### src/rtl/cache_pkg.sv
// Shared types and width helpers for the N-way set-associative lookup/fill controller.
package cache_pkg;

  typedef enum logic [1:0] {
    ST_IDLE   = 2'd0,
    ST_LOOKUP = 2'd1,
    ST_FILL   = 2'd2
  } state_t;

  // Ceiling log2; elaboration-time only, used to derive field widths.
  function automatic int log2_f(input int n);
    int r;
    r = 0;
    for (int i = 0; i < 31; i++) begin
      if ((32'sd1 << i) < n) r = i + 1;
    end
    return r;
  endfunction

  localparam int DEF_WAYS       = 4;
  localparam int DEF_SETS       = 4;
  localparam int DEF_LINE_WORDS = 4;
  localparam int DEF_ADDR_W     = 30;
  localparam int DEF_MA_W       = log2_f(DEF_WAYS * DEF_SETS * DEF_LINE_WORDS);

endpackage

### src/rtl/cache_plru_tree.sv
// Tree pseudo-LRU: next node bits after touching a way, and the victim the bits point at.
// Node n has children 2n+1 (lower half) and 2n+2 (upper half); a 1 marks the upper half as LRU.
module cache_plru_tree
  import cache_pkg::*;
#(
  parameter int WAYS  = 4,
  parameter int WAY_W = log2_f(WAYS)
) (
  input  logic [WAYS-2:0]  i_bits,
  input  logic [WAY_W-1:0] i_access_way,
  output logic [WAYS-2:0]  o_next_bits,
  output logic [WAY_W-1:0] o_victim
);

  always_comb begin
    int vnode;
    int anode;
    o_victim    = '0;
    o_next_bits = i_bits;
    vnode       = 0;
    anode       = 0;
    // Way index bits are consumed MSB first, one tree level per bit.
    for (int lvl = 0; lvl < WAY_W; lvl++) begin
      o_victim[WAY_W-1-lvl] = i_bits[vnode];
      vnode = 2 * vnode + 1 + int'(i_bits[vnode]);
    end
    for (int lvl = 0; lvl < WAY_W; lvl++) begin
      o_next_bits[anode] = ~i_access_way[WAY_W-1-lvl];
      anode = 2 * anode + 1 + int'(i_access_way[WAY_W-1-lvl]);
    end
  end

endmodule

### src/rtl/cache_calc_nway.sv
// Set-associative tag/valid/PLRU controller: one-cycle lookup, then a line fill
// paced by i_wr_ready, producing data-RAM addresses laid out as {way, set, offset}.
module cache_calc_nway
  import cache_pkg::*;
#(
  parameter int WAYS       = DEF_WAYS,
  parameter int SETS       = DEF_SETS,
  parameter int LINE_WORDS = DEF_LINE_WORDS,
  parameter int ADDR_W     = DEF_ADDR_W,
  parameter int MA_W       = log2_f(WAYS * SETS * LINE_WORDS)
) (
  input  logic              i_clk,
  input  logic              i_reset,
  input  logic              i_srst,
  input  logic              i_en,
  input  logic [ADDR_W-1:0] i_addr,
  input  logic              i_wr_ready,
  output logic              o_busy,
  output logic              o_hit,
  output logic              o_miss,
  output logic              o_fill_done,
  output logic [MA_W-1:0]   o_mem_addr_cache,
  output logic [MA_W-1:0]   o_mem_addr_load
);

  localparam int WAY_W = log2_f(WAYS);
  localparam int SET_W = log2_f(SETS);
  localparam int OFF_W = log2_f(LINE_WORDS);
  localparam int TAG_W = ADDR_W - SET_W - OFF_W;

  state_t                       state_q, state_d;
  logic [ADDR_W-1:0]            addr_q, addr_d;
  logic [WAY_W-1:0]             victim_q, victim_d;
  logic [OFF_W-1:0]             cnt_q, cnt_d;
  logic [MA_W-1:0]              load_addr_q, load_addr_d;
  logic [SETS-1:0][WAYS-1:0]    valid_q, valid_d;
  logic [SETS-1:0][WAYS-2:0]    plru_q, plru_d;
  logic [TAG_W-1:0]             tag_q [SETS][WAYS];

  logic [SET_W-1:0]             set_l;
  logic [TAG_W-1:0]             tag_l;
  logic [OFF_W-1:0]             off_l;
  logic [OFF_W-1:0]             cnt_inc;
  logic                         hit_any;
  logic [WAY_W-1:0]             hit_way;
  logic                         inv_any;
  logic [WAY_W-1:0]             inv_way;
  logic [WAY_W-1:0]             plru_access;
  logic [WAYS-2:0]              plru_next;
  logic [WAY_W-1:0]             plru_victim;
  logic [WAY_W-1:0]             miss_victim;
  logic                         tag_we;

  // Every field of the access comes from the registered address, so a single
  // PLRU tree serves both the hit update and the fill update.
  assign off_l   = addr_q[OFF_W-1:0];
  assign set_l   = addr_q[OFF_W +: SET_W];
  assign tag_l   = addr_q[OFF_W+SET_W +: TAG_W];
  assign cnt_inc = cnt_q + OFF_W'(1);

  // Descending scan leaves the lowest-numbered matching way in each result.
  always_comb begin
    hit_any = 1'b0;
    hit_way = '0;
    inv_any = 1'b0;
    inv_way = '0;
    for (int w = WAYS - 1; w >= 0; w--) begin
      if (valid_q[set_l][w] && (tag_q[set_l][w] == tag_l)) begin
        hit_any = 1'b1;
        hit_way = WAY_W'(w);
      end
      if (!valid_q[set_l][w]) begin
        inv_any = 1'b1;
        inv_way = WAY_W'(w);
      end
    end
  end

  assign plru_access = (state_q == ST_LOOKUP) ? hit_way : victim_q;
  assign miss_victim = inv_any ? inv_way : plru_victim;

  cache_plru_tree #(
    .WAYS  (WAYS),
    .WAY_W (WAY_W)
  ) u_plru (
    .i_bits       (plru_q[set_l]),
    .i_access_way (plru_access),
    .o_next_bits  (plru_next),
    .o_victim     (plru_victim)
  );

  always_comb begin
    state_d          = state_q;
    addr_d           = addr_q;
    victim_d         = victim_q;
    cnt_d            = cnt_q;
    load_addr_d      = load_addr_q;
    valid_d          = valid_q;
    plru_d           = plru_q;
    tag_we           = 1'b0;
    o_hit            = 1'b0;
    o_fill_done      = 1'b0;
    o_mem_addr_cache = '0;

    unique case (state_q)
      ST_IDLE: begin
        if (i_en) begin
          addr_d  = i_addr;
          state_d = ST_LOOKUP;
        end
      end
      ST_LOOKUP: begin
        if (hit_any) begin
          o_hit            = 1'b1;
          o_mem_addr_cache = {hit_way, set_l, off_l};
          plru_d[set_l]    = plru_next;
          state_d          = ST_IDLE;
        end else begin
          victim_d    = miss_victim;
          cnt_d       = '0;
          load_addr_d = {miss_victim, set_l, OFF_W'(0)};
          state_d     = ST_FILL;
        end
      end
      ST_FILL: begin
        if (i_wr_ready) begin
          cnt_d       = cnt_inc;
          load_addr_d = {victim_q, set_l, cnt_inc};
          if (cnt_q == OFF_W'(LINE_WORDS - 1)) begin
            tag_we                   = 1'b1;
            valid_d[set_l][victim_q] = 1'b1;
            plru_d[set_l]            = plru_next;
            o_fill_done              = 1'b1;
            state_d                  = ST_IDLE;
          end
        end
      end
      default: state_d = ST_IDLE;
    endcase

    // Invalidate-all wins over everything else in the same cycle, including a final fill ack.
    if (i_srst) begin
      state_d          = ST_IDLE;
      valid_d          = '0;
      plru_d           = '0;
      cnt_d            = '0;
      load_addr_d      = '0;
      tag_we           = 1'b0;
      o_hit            = 1'b0;
      o_fill_done      = 1'b0;
      o_mem_addr_cache = '0;
    end
  end

  always_ff @(posedge i_clk or posedge i_reset) begin
    if (i_reset) begin
      state_q     <= ST_IDLE;
      addr_q      <= '0;
      victim_q    <= '0;
      cnt_q       <= '0;
      load_addr_q <= '0;
      valid_q     <= '0;
      plru_q      <= '0;
    end else begin
      state_q     <= state_d;
      addr_q      <= addr_d;
      victim_q    <= victim_d;
      cnt_q       <= cnt_d;
      load_addr_q <= load_addr_d;
      valid_q     <= valid_d;
      plru_q      <= plru_d;
    end
  end

  // Tags need no reset: a line only becomes visible once its valid bit is written alongside it.
  always_ff @(posedge i_clk) begin
    if (tag_we) tag_q[set_l][victim_q] <= tag_l;
  end

  assign o_busy          = (state_q != ST_IDLE);
  assign o_miss          = (state_q == ST_FILL);
  assign o_mem_addr_load = load_addr_q;

endmodule

### config.mk
export PLATFORM = sky130hd
export DESIGN_NAME = cache_calc_nway
export DESIGN_NICKNAME = d
export VERILOG_FILES = /design/src/rtl/cache_pkg.sv /design/src/rtl/cache_plru_tree.sv /design/src/rtl/cache_calc_nway.sv
export SDC_FILE = /design/constraint.sdc
export NUM_CORES = 1
export LEC_CHECK = 0
export BUFFER_PORTS_ARGS = -buffer_cell sky130_fd_sc_hd__buf_2
export CAP_MARGIN = 10
export CELL_PAD_IN_SITES_DETAIL_PLACEMENT = 1
export CELL_PAD_IN_SITES_GLOBAL_PLACEMENT = 1
export CORE_ASPECT_RATIO = 0.9
export CORE_UTILIZATION = 45
export CTS_CLUSTER_SIZE = 10
export DETAILED_ROUTE_END_ITERATION = 8
export PLACE_DENSITY = 0.71
export SETUP_SLACK_MARGIN = 0.5
export SLEW_MARGIN = 20
export SYNTH_ARGS = -nofsm -noshare
export SYNTH_HDL_FRONTEND = slang
export SYNTH_HIERARCHICAL = 1
export SYNTH_SLANG_ARGS = --single-unit
### constraint.sdc
create_clock -name i_clk -period 5.92 [get_ports i_clk]
set_clock_uncertainty 0.05 [all_clocks]
set_input_delay 0.296 -clock i_clk [delete_from_list [all_inputs] [get_ports i_clk]]
set_output_delay 0.296 -clock i_clk [all_outputs]
set_load 0.05 [all_outputs]
==> impl_metrics.ini, run 1 <==
[outcome]
status = complete, no violations

[sta]
fin_ws_ns = 1.008
report.final.slew_viol_count = 0
setup_tns_ns = 0
slew_headroom_pct = 24.93
worst_pin_slew_ns = 1.123
hold_violations = 0
post-route-min-period_ns = 4.912
setup_violations = 0
fmax_mhz = 203.6
rsz0062_at_grt = false
fin_crit_sh_pct = 82.98

[cells_and_area]
synthToLayoutAreaGrowth_pct = 15.30
diodes = 0
drive_gt1_share_pct = 23.74
instances_no_fill = 1843
nets = 1240
fillers = 3934

[clocking]
cts_tree = built
cts_resized = 0
htreeDepth = 2
numCtsBuffers = 55
numClockSinks = 484
path_clk_slew_ns = 0.06
clockBufferDepth = 3
cts-root-buf = clkbuf_16
insertion_delay_ns = 0.60

[worst_setup_path]
cp-start-kind = flip-flop
criticalPathCategory = reg -> out
critPathMaxFanout = 37
cp-end-kind = primary output
required_ns = 5.57
critPathArrivalTime_ns = 4.57

[synthesis]
synth.top_cell.area_share_pct = 62.68
synthArstFlopShare_pct = 14.05
synth_top_flop_cell = edfxtp_1
synth_cell_types = 60
synth_edf_count = 416
yosys.area.top_type = edfxtp_1
synth_area_leaders = edfxtp_1 63%, mux4_2 11%, dfrtp_1 8.5%
syn_area_mm2 = 0.01993
synthCells = 1095
syn_avg_cell_area_um2 = 18.20
synth_seq_cells = 484
yosys_warnings = 6
synthesis.nets = 1131
yosysSeqAreaShare_pct = 71.22

[placed_design]
dp_cells = 1704
place_ws_ns = 1.401
gp_congestion = 0.8664
detailed_place_hpwl_um = 31720
port-buffer-count = 50

[pwr]
powerDensity_mw_per_mm2 = 360.9
irDropWorstVdd_uv = 203.7
p_leak_uw = 0.007721

[floorplan]
die_w_um = 223.8
fp-row-count = 72
coreArea_mm2 = 0.04333
dieArea_mm2 = 0.04513
fp.dieH_um = 201.6
start_util_pct = 45.99
ios = 51

[grt]
grt_pass1_vias = 11370
grt_pass1_wl_um = 76330
track_usage_pct = 23.39
grt_max_degree = 54
antenna_found_initial = 0
grt_overflow = 0

[min_path]
hold_path_class = in -> reg

[detailed_routing]
drt_pass1_iterations = 5
ant_nets = 0
viasPerCell = 5.831
vias = 10750
wl_per_cell_um = 27.75
wirelength_um = 51140
drt_iter0_markers = 1035
drc = 0

[flow_run]
maxCapViolations = 0
[stage by stage]
stage                     power (uW)  util (%)  hold WS (ns)  cell area (um^2)
after floorplan                 4828         -        0.3628             19930
after global placement          5218     48.40        0.2667             20970
after detailed placement        5249     48.45        0.2701             20990
after CTS                       8354     52.94       0.04810             22940
after global routing            8544     53.03       0.07915             22980
final                           8292     53.03       0.07574             22980
[cells by family (layout without fill, tap and decap cells)]
group                      after synthesis  after routing  share of synthesized area [%]
AOI/OAI and AO/OA                       70             70                          2.536
xor gates and xnor gates               105            105                          4.615
adders and majority gates                1              1                        0.06277
buffers and inverters                   79            235                          1.940
DFF                                    484            484                          71.22
muxes                                  175            175                          14.95
and+or+nand+nor                        181            181                          4.671
[timing repair]
action / 4_1_cts / 5_1_grt
hold endpoints to repair: 51 / 0
setup buffers: 0 / 0
hold buffers: 33 / 0
[flip-flops by register name (all words and copies together), names as in the netlist]
name,flops
addr_q,30
cnt_q,1
o_mem_addr_load,5
plru_q,12
state_q,2
tag_q,416
valid_q,16
victim_q,2
[where the power goes]
part | internal, uW | leakage, uW | switching (uW)
clock | 1790 | 0.000768 | 1320
sequential | 3860 | 0.00462 | 238
combinational | 470 | 0.00234 | 616
[cell type report]
| class | instances | area [um^2] | area share [%] |
|---|---|---|---|
| Inverter | 12 | 46.29 | 0.2015 |
| Timing Repair Buffer | 119 | 900.9 | 3.920 |
| Tap cell | 592 | 740.7 | 3.224 |
| Clock buffer | 100 | 1577 | 6.861 |
| Sequential cell | 484 | 14200 | 61.80 |
| Multi-Input combinational cell | 532 | 5474 | 23.82 |
| Clock inverter | 4 | 38.79 | 0.1688 |
[worst paths after layout]
path | from | to | slack (ns) | cells after the start
min reg2reg | valid_q[0] | valid_q[0] | 0.42 | 1
max reg2reg | addr_q[2] | plru_q[10] | 1.42 | 13
min | i_wr_ready | state_q[1] | 0.08 | 3
max in group asynchronous | i_reset | addr_q[3] | 4.47 | 4
max | addr_q[2] | o_mem_addr_cache[1] | 1.01 | 9
min in group asynchronous | i_reset | addr_q[16] | 0.18 | 3
[layer usage]
layer | vias to the layer above | part of all wire [%] | track usage (%)
li1 | 4528 | - | -
met1 | 5765 | 44 | 33.33
met4 | 0 | 2.3 | 7.387
met5 | - | 0 | 0
met3 | 83 | 6.4 | 4.118
met2 | 371 | 47 | 36.82
[synthesized netlist by cell type, drive strengths merged, types with 3 or more instances]
| library cell | number |
|---|---|
| mux2 | 29 |
| nand3 | 14 |
| o2111ai | 4 |
| nand4 | 35 |
| xnor2 | 98 |
| a21o | 17 |
| nor4 | 7 |
| edfxtp | 416 |
| nor2 | 34 |
| dfrtp | 68 |
| mux4 | 95 |
| buf | 28 |
| and3 | 4 |
| xor2 | 7 |
| nand2 | 52 |
| mux2i | 51 |
| a21oi | 5 |
| clkbuf | 39 |
| o21ai | 17 |
| a211oi | 5 |
| nor2b | 4 |
| or3 | 3 |
| o211ai | 3 |
| nor3 | 8 |
| nand2b | 5 |
| inv | 12 |
[worst max-delay path, stage by stage (launching register included)]
cell     delay, ns
dfrtp_4       0.95
buf_4         0.37
mux4_2        0.55
xnor2_1       0.33
nand4_1       0.14
or4_1         0.57
o21ai_0       0.27
o21ai_1       0.25
nor2_1        0.18
buf_2         0.29
[layout by cell type (no fill, tap or decap), types with 16 or more instances in the layout]
cell / instances
edfxtp_1: 416
xnor2_1: 98
mux4_2: 95
dfrtp_1: 66
clkbuf_16: 56
nand2_1: 52
mux2i_1: 51
buf_2: 50
clkbuf_1: 43
nand4_1: 35
dlygate4sd3_1: 33
buf_4: 32
mux2_2: 28
nor2_1: 18
a21o_1: 17
nor2_4: 16
Power figures use the tool's default switching activity.
==> run 2: changes to the inputs <==
==> constraint.sdc (replaced) <==
create_clock -name i_clk -period 4.6 [get_ports i_clk]
set_clock_uncertainty 0.05 [all_clocks]
set_input_delay 0.23 -clock i_clk [delete_from_list [all_inputs] [get_ports i_clk]]
set_output_delay 0.23 -clock i_clk [all_outputs]
set_load 0.05 [all_outputs]
==> impl_metrics.ini, run 2 (same netlist as run 1, synthesis figures left out) <==
[outcome]
status = complete, no violations

[cells_and_area]
synthToLayoutAreaGrowth_pct = 20.12
regMostFlops = tag_q
instances_no_fill = 1897
final_cell_mix = 416 x edfxtp_1, 95 x mux4_2, 80 x buf_4
drive_gt1_share_pct = 31.11
reg.largest.list = tag_q (416), addr_q (30), valid_q (16)
fillers = 3855
final_common_cell = edfxtp_1
largest_reg_flops = 416
diodes = 0
utilization_pct = 55.25
nets = 1297

[sta]
rsz0062_at_grt = true
hold_violations = 0
report.final.slew_viol_count = 0
slew_headroom_pct = 23.44
post-route-min-period_ns = 4.091
timing.hold.ws_ns = 0.1685
fin_ws_ns = 0.5086
worst_pin_slew_ns = 1.146
fmax_mhz = 244.4
fin_crit_sh_pct = 88.94
setup_violations = 0
setup_tns_ns = 0

[clocking]
cts_tree = built
numCtsBuffers = 54
insertion_delay_ns = 0.60
clockBufferDepth = 3
htreeDepth = 2
cts-root-buf = clkbuf_16
path_clk_slew_ns = 0.06
numClockSinks = 484

[detailed_routing]
ant_nets = 0
drc = 0
wl_per_cell_um = 28.20
viasPerCell = 5.850
drt_iter0_markers = 1007
drt_pass1_iterations = 5
vias = 11100
wirelength_um = 53490

[worst_setup_path]
slowest_stage = or4b_4
cp-start-kind = flip-flop
critPathMaxFanout = 6
critPathArrivalTime_ns = 3.81
max_stage_delay_ns = 0.58
required_ns = 4.32
criticalPathCategory = reg -> out
cp-end-kind = primary output
crit_chain = buf_12 -> buf_6 -> mux2i_2 -> xnor2_1 -> nor4_2 -> mux2i_2 -> or4b_4 -> or3b_1 -> a21o_1 -> nor2_1 -> buf_6

[grt]
grt_pass1_wl_um = 79050
grt_pass1_vias = 11690
grt_overflow = 0
grt_max_degree = 47
track_usage_pct = 24.36
antenna_found_initial = 1

[floorplan]
start_util_pct = 45.99
die_w_um = 223.8
ios = 51
dieArea_mm2 = 0.04513
fp.dieH_um = 201.6
fp-row-count = 72
coreArea_mm2 = 0.04333

[placed_design]
place_ws_ns = 0.1480
dp_cells = 1738
port-buffer-count = 50
detailed_place_hpwl_um = 32990
gp_congestion = 0.9146

[min_path]
hold_path_class = in -> async

[pwr]
powerDensity_mw_per_mm2 = 455.6
irDropWorstVdd_uv = 299.5
p_leak_uw = 0.008252

[flow_run]
maxCapViolations = 0
[run 2: per-layer routing]
layer	vias up	wire length, um	GRT usage (%)
li1	4650	-	-
met1	5974	23440	35.11
met2	399	25800	38.90
met3	75	2930	2.935
met4	0	1326	7.803
met5	-	0	0
[run 2: area by class of cell]
type / count / area [um^2] / area share (%)
Clock buffer: 97 / 1513 / 6.319
Inverter: 12 / 46.29 / 0.1934
Timing Repair Buffer: 177 / 1515 / 6.329
Sequential cell: 484 / 14200 / 59.33
Tap cell: 592 / 740.7 / 3.094
Multi-Input combinational cell: 532 / 5852 / 24.44
Clock inverter: 3 / 68.82 / 0.2875
[run 2: final timing paths]
kind | slack [ns] | cells past startpoint | to | startpoint
worst max-delay path | 0.51 | 11 | o_mem_addr_cache[4] | addr_q[3]
worst min-delay path | 0.17 | 3 | addr_q[12] | i_reset
worst max register to register | 0.64 | 11 | o_mem_addr_load[1] | addr_q[2]
worst min register to register | 0.42 | 1 | valid_q[11] | valid_q[11]
max in group asynchronous | 3.24 | 4 | addr_q[3] | i_reset
min in group i_clk | 0.34 | 4 | addr_q[1] | i_addr[1]
[run 2: repair_timing]
item	in CTS	in global routing
hold buffers	35	0
gates cloned	0	1
gates resized for setup	34	37
pin swaps	3	6
hold endpoints to repair	58	0
endpoints found under the setup margin	19	12
setup buffers	17	4
[run 2: worst max-delay path, delay by kind of cell (launching register included)]
| kind | cells | cell delay, ns |
|---|---|---|
| AOI/OAI and AO/OA | 1 | 0.26 |
| xor gates and xnor gates | 1 | 0.10 |
| buffers and inverters | 3 | 0.45 |
| DFF | 1 | 0.51 |
| muxes | 2 | 0.35 |
| and+or+nand+nor | 4 | 1.56 |
[run 2: metrics by stage]
stage	total power, uW	cell area [um^2]
3_5_place_dp	6834	21300
4_1_cts	10890	23610
6_report	10910	23940
5_1_grt	11250	23940
2_1_floorplan	6214	19930
3_3_place_gp	6786	21300
[run 2: where the power goes]
group          switching (uW)  internal [uW]  total [uW]
Sequential                248           4980        5220
Combinational             954            814        1770
Clock                    1650           2260        3920
Total                    2860           8050       10900
==> run 3: changes to the inputs <==
--- a/config.mk
+++ b/config.mk
@@ -13,7 +13,7 @@
 export CORE_UTILIZATION = 45
 export CTS_CLUSTER_SIZE = 10
 export DETAILED_ROUTE_END_ITERATION = 8
-export PLACE_DENSITY = 0.71
+export PLACE_DENSITY_LB_ADDON = 0.1
 export SETUP_SLACK_MARGIN = 0.5
 export SLEW_MARGIN = 20
 export SYNTH_ARGS = -nofsm -noshare
==> impl_metrics.ini, run 3 (same netlist as run 1, synthesis figures left out) <==
[grt]
antenna_found_initial = 0
grt_pass1_vias = 11170
grt_max_degree = 56
track_usage_pct = 23.81
grt_overflow = 0
grt_pass1_wl_um = 76820

[floorplan]
ios = 51
die_w_um = 223.8
coreArea_mm2 = 0.04333
fp.dieH_um = 201.6
dieArea_mm2 = 0.04513
start_util_pct = 45.99
fp-row-count = 72

[sta]
worst_pin_slew_ns = 1.001
timing.hold.ws_ns = 0.1673
report.final.slew_viol_count = 0
rsz0062_at_grt = true
setup_violations = 0
post-route-min-period_ns = 3.995
slew_headroom_pct = 33.24
setup_tns_ns = 0
fin_crit_sh_pct = 86.85
hold_violations = 0
fmax_mhz = 250.3

[pwr]
p_seq_share_pct = 48.1
powerDensity_mw_per_mm2 = 457.7
irDropWorstVdd_uv = 324.2
p_clk_share_pct = 36.2
p_int_uw = 7978
p_leak_uw = 0.008102
power_frac_comb_pct = 15.7
switching_power_uw = 2856
p_sw_share_pct = 26.36

[worst_setup_path]
max_stage_delay_ns = 0.55
critPathMaxFanout = 12
required_ns = 4.32
crit_chain = buf_8 -> buf_4 -> mux4_2 -> xnor2_1 -> nand2_1 -> or4b_1 -> or3b_1 -> a21o_1 -> nor2_2 -> buf_6
critPathArrivalTime_ns = 3.71
criticalPathCategory = reg -> out
regToRegStartpoint = addr_q[3]
cp-start-kind = flip-flop
startpoint = addr_q[3]
cp-end-kind = primary output
slowest_stage = dfrtp_4

[detailed_routing]
drt_iter0_markers = 964
wirelength_um = 52110
vias = 10830
drt_pass1_iterations = 5
wl_per_cell_um = 27.54
ant_nets = 0
drc = 0
viasPerCell = 5.723

[cells_and_area]
drive_gt1_share_pct = 28.92
largest_reg_flops = 416
nets = 1293
final_common_cell = edfxtp_1
final_cell_mix = 416 x edfxtp_1, 95 x mux4_2, 80 x buf_4
reg.largest.list = tag_q (416), addr_q (30), valid_q (16)
regMostFlops = tag_q
diodes = 0
synthToLayoutAreaGrowth_pct = 18.77

[clocking]
clockBufferDepth = 3
numCtsBuffers = 54
insertion_delay_ns = 0.60
htreeDepth = 2
cts_tree = built
path_clk_slew_ns = 0.06
cts-root-buf = clkbuf_16
numClockSinks = 484

[placed_design]
gp_congestion = 0.8234
port-buffer-count = 50
detailed_place_hpwl_um = 32890

[outcome]
status = complete, no violations

[flow_run]
maxCapViolations = 0

[min_path]
hold_path_class = in -> async
## run 3: worst paths after layout
path	to	slack [ns]	cells past startpoint
max	o_mem_addr_cache[4]	0.61	10
min	addr_q[27]	0.17	3
max reg2reg	o_mem_addr_load[1]	0.66	12
min reg2reg	valid_q[4]	0.43	1
max in group asynchronous	addr_q[2]	3.50	4
min in group i_clk	addr_q[0]	0.32	4
## run 3: layer usage
metal	vias to the layer above	part of all wire (%)	global-route usage, %
met3	64	4.6	3.402
li1	4644	-	-
met2	283	48	37.53
met5	-	0	0
met1	5837	46	34.97
met4	0	1.9	6.213
## run 3: final cells by class
cell class	count	area (um^2)
clock buffer	97	1534
clock inverter	2	28.78
fill	3900	19660
inverter	12	46.29
multi-input combinational	532	5697
sequential	484	14200
tap	592	740.7
timing repair buffer	173	1421
## run 3: repair_timing
| action | in CTS | in global routing |
|---|---|---|
| hold buffers | 35 | 0 |
| pin swaps | 0 | 5 |
| hold endpoints to repair | 67 | 0 |
| endpoints found under the setup margin | 7 | 9 |
| buffers inserted | 9 | 10 |
| resized for setup | 22 | 26 |
## run 3: worst max-delay path, delay by kind of cell, from the launching register on
family                    cells  cell delay (ns)
buffers and inverters         3             0.57
DFF                           1             0.55
muxes                         1             0.32
and+or+nand+nor               4             1.22
xor gates and xnor gates      1             0.19
AOI/OAI and AO/OA             1             0.24
## run 3: power groups by stage
stage                     clock network (uW)  logic (uW)  registers (uW)
after global placement                     0        1530            5310
after global routing                    4160        1800            5240
after floorplan                            0        1030            5180
final                                   3920        1700            5220
after detailed placement                   0        1540            5320
after CTS                               4000        1650            5220
## run 3: through the flow
step | total power, uW | cells | instance area (um^2) | worst slack (ns) | util (%)
floorplan | 6214 | 1095 | 19930 | 0.6685 | -
global placement | 6842 | 1739 | 21340 | 0.6762 | 49.24
detailed placement | 6862 | 1739 | 21340 | 0.5297 | 49.24
CTS | 10870 | 1882 | 23450 | 0.5043 | 54.12
global route | 11200 | 1892 | 23670 | 0.4869 | 54.63
finish | 10830 | 1892 | 23670 | 0.6051 | 54.63
